===== config.mk =====
export PLATFORM = sky130hd
export DESIGN_NAME = control_fsm
export DESIGN_NICKNAME = d
export VERILOG_FILES = /design/src/rtl/control_fsm.sv
export SDC_FILE = /design/constraint.sdc
export NUM_CORES = 1
export LEC_CHECK = 0
export BUFFER_PORTS_ARGS = -buffer_cell sky130_fd_sc_hd__buf_2
export CAP_MARGIN = 20
export CORE_MARGIN = 2
export CORE_UTILIZATION = 35
export DETAILED_ROUTE_END_ITERATION = 7
export PLACE_DENSITY = 0.59
export SETUP_SLACK_MARGIN = 0.2
export SYNTH_ARGS = -nofsm -noshare
export SYNTH_HDL_FRONTEND = slang
export SYNTH_SLANG_ARGS = --single-unit
export TNS_END_PERCENT = 20

===== constraint.sdc =====
create_clock -name CLK -period 3.4 [get_ports CLK]
set_input_delay 0.34 -clock CLK [delete_from_list [all_inputs] [get_ports CLK]]
set_output_delay 0.34 -clock CLK [all_outputs]
set_load 0.02 [all_outputs]

===== src/rtl/control_fsm.sv =====
// control_fsm: multi-cycle control sequencer for the datapath.
//   Decodes opcode/fcode into the CTRL_* strobes, stretches loads over
//   LOAD_LAT wait cycles plus one writeback cycle (holding the PC meanwhile),
//   handles program start/finish and keeps saturating benchmark counters.
// Ports:
//   CLK, reset_n          clock, asynchronous active-low reset
//   START                 program start request (level, honoured in IDLE/FIN)
//   opcode, fcode         instruction fields from the datapath
//   IF_DONE               end-of-program flag from fetch
//   DP_INIT               datapath init pulse (one cycle in INIT)
//   CTRL_*                datapath controls (combinational decode)
//   BUSY, PROG_DONE       sequencer status
//   cycle_count           busy cycles (RUN/LD_WAIT/LD_WB)
//   instr_count           retired instructions
module control_fsm #(
    parameter int unsigned CNT_W    = 16,
    parameter int unsigned LOAD_LAT = 1
) (
    input  logic             CLK,
    input  logic             reset_n,
    input  logic             START,
    input  logic [3:0]       opcode,
    input  logic             fcode,
    input  logic             IF_DONE,
    output logic             DP_INIT,
    output logic             CTRL_pc_hold,
    output logic             CTRL_branch_rel_nz,
    output logic             CTRL_branch_rel_z,
    output logic             CTRL_branch_abs,
    output logic             CTRL_reg_write_en,
    output logic             CTRL_reg_sel,
    output logic             CTRL_lut_in,
    output logic             CTRL_mem_to_reg,
    output logic             CTRL_alu_src,
    output logic             CTRL_alu_sc_in,
    output logic             CTRL_read_mem,
    output logic             CTRL_write_mem,
    output logic [2:0]       CTRL_alu_op,
    output logic             BUSY,
    output logic             PROG_DONE,
    output logic [CNT_W-1:0] cycle_count,
    output logic [CNT_W-1:0] instr_count
);

    localparam int unsigned        WAIT_W    = 2;
    localparam logic [WAIT_W-1:0]  WAIT_INIT = (LOAD_LAT > 0) ? WAIT_W'(LOAD_LAT - 1) : '0;
    localparam logic [CNT_W-1:0]   CNT_MAX   = '1;

    typedef enum logic [2:0] {
        S_IDLE,
        S_INIT,
        S_RUN,
        S_LD_WAIT,
        S_LD_WB,
        S_FIN
    } state_e;

    state_e             state_q, state_d;
    logic [WAIT_W-1:0]  wait_q, wait_d;
    logic [CNT_W-1:0]   cyc_q, cyc_d;
    logic [CNT_W-1:0]   ins_q, ins_d;
    logic               pc_hold_c;
    logic               count_cycle_c;
    logic               retire_c;

    // State, load-wait and counter registers.
    always_ff @(posedge CLK or negedge reset_n) begin
        if (!reset_n) begin
            state_q <= S_IDLE;
            wait_q  <= '0;
            cyc_q   <= '0;
            ins_q   <= '0;
        end else begin
            state_q <= state_d;
            wait_q  <= wait_d;
            cyc_q   <= cyc_d;
            ins_q   <= ins_d;
        end
    end

    // Next state and decode. Decode is combinational so the strobes line up
    // with the instruction the datapath is presenting this cycle.
    always_comb begin
        state_d            = state_q;
        wait_d             = wait_q;
        cyc_d              = cyc_q;
        ins_d              = ins_q;
        count_cycle_c      = 1'b0;
        retire_c           = 1'b0;
        pc_hold_c          = 1'b0;
        DP_INIT            = 1'b0;
        CTRL_branch_rel_nz = 1'b0;
        CTRL_branch_rel_z  = 1'b0;
        CTRL_branch_abs    = 1'b0;
        CTRL_reg_write_en  = 1'b0;
        CTRL_reg_sel       = 1'b0;
        CTRL_lut_in        = 1'b0;
        CTRL_mem_to_reg    = 1'b0;
        CTRL_alu_src       = 1'b0;
        CTRL_alu_sc_in     = 1'b0;
        CTRL_read_mem      = 1'b0;
        CTRL_write_mem     = 1'b0;
        CTRL_alu_op        = 3'b000;

        case (state_q)
            S_IDLE: begin
                pc_hold_c = 1'b1;
                if (START) state_d = S_INIT;
            end
            S_INIT: begin
                pc_hold_c = 1'b1;
                DP_INIT   = 1'b1;
                cyc_d     = '0;
                ins_d     = '0;
                state_d   = S_RUN;
            end
            S_RUN: begin
                count_cycle_c = 1'b1;
                if (IF_DONE) begin
                    // End of program wins: the instruction is dropped.
                    state_d = S_FIN;
                end else begin
                    retire_c = (opcode != 4'h8);
                    case (opcode)
                        4'h0, 4'h1, 4'h2, 4'h3, 4'h4: begin
                            CTRL_alu_op       = opcode[2:0];
                            CTRL_reg_write_en = 1'b1;
                        end
                        4'h5, 4'h6: begin
                            CTRL_alu_op       = opcode[2:0];
                            CTRL_reg_write_en = 1'b1;
                            CTRL_alu_sc_in    = fcode;
                        end
                        4'h7: begin
                            CTRL_alu_src      = 1'b1;
                            CTRL_reg_write_en = 1'b1;
                        end
                        4'h8: begin
                            CTRL_read_mem = 1'b1;
                            pc_hold_c     = 1'b1;
                            wait_d        = WAIT_INIT;
                            state_d       = (LOAD_LAT > 0) ? S_LD_WAIT : S_LD_WB;
                        end
                        4'h9: CTRL_write_mem    = 1'b1;
                        4'hA: CTRL_branch_rel_z = 1'b1;
                        4'hB: CTRL_branch_rel_nz = 1'b1;
                        4'hC: CTRL_branch_abs   = 1'b1;
                        4'hD: begin
                            CTRL_branch_abs = 1'b1;
                            CTRL_lut_in     = 1'b1;
                        end
                        4'hE: begin
                            CTRL_reg_sel      = 1'b1;
                            CTRL_reg_write_en = 1'b1;
                        end
                        default: begin
                            // 0xF: NOP, or HALT when fcode is set.
                            if (fcode) state_d = S_FIN;
                        end
                    endcase
                end
            end
            S_LD_WAIT: begin
                count_cycle_c = 1'b1;
                CTRL_read_mem = 1'b1;
                pc_hold_c     = 1'b1;
                if (wait_q == '0) state_d = S_LD_WB;
                else              wait_d  = wait_q - WAIT_W'(1);
            end
            S_LD_WB: begin
                count_cycle_c     = 1'b1;
                retire_c          = 1'b1;
                CTRL_read_mem     = 1'b1;
                CTRL_mem_to_reg   = 1'b1;
                CTRL_reg_write_en = 1'b1;
                state_d           = S_RUN;
            end
            S_FIN: begin
                pc_hold_c = 1'b1;
                if (START) state_d = S_INIT;
            end
            default: state_d = S_IDLE;
        endcase

        // Saturating benchmark counters.
        if (count_cycle_c && (cyc_q != CNT_MAX)) cyc_d = cyc_q + CNT_W'(1);
        if (retire_c && (ins_q != CNT_MAX))      ins_d = ins_q + CNT_W'(1);
    end

    // PC hold is an idle-state default; it must still read 0 while in reset.
    assign CTRL_pc_hold = pc_hold_c & reset_n;
    assign BUSY         = (state_q == S_INIT) || (state_q == S_RUN) ||
                          (state_q == S_LD_WAIT) || (state_q == S_LD_WB);
    assign PROG_DONE    = (state_q == S_FIN);
    assign cycle_count  = cyc_q;
    assign instr_count  = ins_q;

endmodule


==> flow_metrics.tcl <==
set metrics [dict create \
    htreeDepth 2 \
    slew_headroom 0.306 \
    yosys_warnings 0 \
    grt_antenna_before_repair 0 \
    worstMarginPinSlew_ns 1.04 \
    fmax_mhz 389 \
    synth_cell_types 55 \
    critical_path.cell_chain "or4b_1 > or3b_2 > nor2_1 > buf_2" \
    syn_area_per_cell_um2 8.66 \
    ant_nets 0 \
    dpl.cell_count 393 \
    dieArea_mm2 0.00737 \
    p_per_area_mw_per_mm2 640 \
    synth_flop_cell "dfrtp_1" \
    clk_latency_ns 0.29 \
    path_buf_inv 1 \
    grt_usage 0.161 \
    die_x_um 85.9 \
    io_pins 59 \
    routed_wl_mm 5.92 \
    ys_seq_area_frac 0.395 \
    p_leak_nw 1.35 \
    critPathArrivalTime_ns 2.23 \
    post_drt_via_cell_ratio 5.67 \
    wire_per_inst_um 14.8 \
    grt_max_degree 38 \
    rsz0062_at_grt "false" \
    crit_required_ns 3.06 \
    cts_tree "yes" \
    slowest_stage "or4b_1" \
    start_kind "flop" \
    finalCritPeriodShare 0.757 \
    grt_overflow_total 0 \
    yosys-top-cells-area "dfrtp_1 (39%), nand2_1 (5.6%), nand3_1 (4.1%), a31oi_1 (4.0%), and3_1 (3.2%)" \
    synthToLayoutAreaGrowth_pct 16.9 \
    yosysMostFrequentCell "dfrtp_1" \
    slew_violations 0 \
    synth_common_cells "dfrtp_1 (37), nand2_1 (35), nand3_1 (19)" \
    fp.dieH_um 85.9 \
    cp_max_fo 9 \
    drt-pass1-iter-count 8 \
    drtIter0Drc 118 \
    core_area_mm2 0.00642 \
    final_nets 335 \
    dp_hpwl_mm 4.16 \
    syn_nets 283 \
    fin_crit_ns 2.57 \
    numPortBuffers 58 \
    gp_congestion 0.765 \
    final_cells 401 \
    postCtsSetupRepairBufs 0 \
    fin_skew_ns 0.00782 \
    yosysTopAreaCellShare 0.395 \
    setup_tns_ns 0 \
    synthArstFlopShare 1.00 \
    cts_resized 0 \
    synth_edf_count 0 \
    path_clk_slew_ns 0.08 \
    synth_cells 271 \
    critPathKind "reg2out" \
    synth.largest_area_cell "dfrtp_1" \
    grt_pass1_vias 1967 \
    critPathMaxStageDelay_ns 0.70 \
    grt_first_pass_wirelength_mm 9.63 \
    antennaDiodeCount 0 \
    ys_ff_latch 37 \
    drc 6 \
    setup_viol 0 \
    violations "design-rule violations" \
    cts.sinks 37 \
    fin_util 0.427 \
    path_delay_family "simple AND/OR/NAND/NOR gates" \
    hp-class "in2async" \
    final_layout_size_suffix_gt1_frac 0.238 \
    start_util 0.365 \
    cap_violations 0 \
    clockBufferDepth 2 \
    cts_hold_buf 0 \
    vias 2274 \
    syn_area_mm2 0.00235 \
    peakVddDrop_v 0.000299 \
    hold_viol 0 \
    clockRootBuffer "clkbuf_8" \
    row_count 29 \
    numCtsBuffers 5 \
    status "finished, violations left" \
    cp-end-kind "primary output" \
]
[report_power, final]
part | internal, mW | switching [mW]
clock network | 0.146 | 0.153
registers | 0.509 | 0.0998
logic | 0.279 | 0.566
total | 0.934 | 0.819
[area by class of cell]
cell class	count	area, um^2
multi-input combinational	210	1300
fill	660	3680
timing repair buffer	59	298
inverter	10	37.5
sequential	37	926
clock buffer	8	80.1
tap	77	96.3
[cells by family after synthesis]
logic type / synth area share
fa+ha+maj: 0.0160
compound gates: 0.237
mux: 0.00427
flops: 0.395
simple gates: 0.294
buf+inv: 0.0496
xor+xnor: 0.00373
[metrics by stage]
| step | power [mW] | hold WS [ns] | instance area, um^2 | setup slack [ns] |
|---|---|---|---|---|
| 6_report | 1.75 | 0.123 | 2740 | 0.826 |
| 3_3_place_gp | 1.45 | 0.468 | 2660 | 0.960 |
| 2_1_floorplan | 1.25 | 0.0444 | 2350 | 1.24 |
| 4_1_cts | 1.77 | 0.159 | 2740 | 0.810 |
| 5_1_grt | 1.90 | 0.173 | 2740 | 0.597 |
| 3_5_place_dp | 1.46 | 0.472 | 2660 | 0.841 |
[sequential cells by signal (all words and copies together) (netlist names)]
register and flops:
wait_q 2, state_q 3, instr_count 16, cycle_count 16
[layout by cell type, fill, tap and decap left out, drive strengths merged, types with 6 or more instances in the layout]
cell type,count
clkbuf,8
nor3,9
nor2,15
o21ai,14
inv,10
a21oi,13
nand2b,9
a31oi,16
buf,59
dfrtp,37
nand3,19
nand4,8
and3,12
o31ai,6
nand2,35
[worst reg2reg max path, stage by stage (launching register included)]
cell	delay (ns)
dfrtp_1	0.42
ha_1	0.22
nand2_1	0.12
nor4_2	0.58
a32oi_2	0.56
and3_1	0.35
a211o_1	0.21
[metal layers]
layer / vias to the layer above / routed length (um) / global-route usage / part of all wire
met5: - / 0 / 0 / 0
met4: 0 / 59 / 0.0433 / 0.010
met3: 6 / 298 / 0.0375 / 0.050
met2: 49 / 2690 / 0.246 / 0.45
met1: 1097 / 2870 / 0.230 / 0.48
li1: 1122 / - / - / -
[worst paths after layout]
check / from / end / slack, ns / cells past startpoint
max in group asynchronous: reset_n / cycle_count[13]$_DFFE_PN0P_ / 2.93 / 2
min reg2reg: wait_q[0]$_DFFE_PN0P_ / wait_q[0]$_DFFE_PN0P_ / 0.49 / 1
max: state_q[2]$_DFFE_PN0P_ / CTRL_branch_rel_z / 0.83 / 4
min in group CLK: START / state_q[2]$_DFFE_PN0P_ / 0.36 / 4
min: reset_n / instr_count[11]$_DFFE_PN0P_ / 0.12 / 2
max reg2reg: cycle_count[0]$_DFFE_PN0P_ / cycle_count[5]$_DFFE_PN0P_ / 0.84 / 6
(Power assumes the default switching activity.)
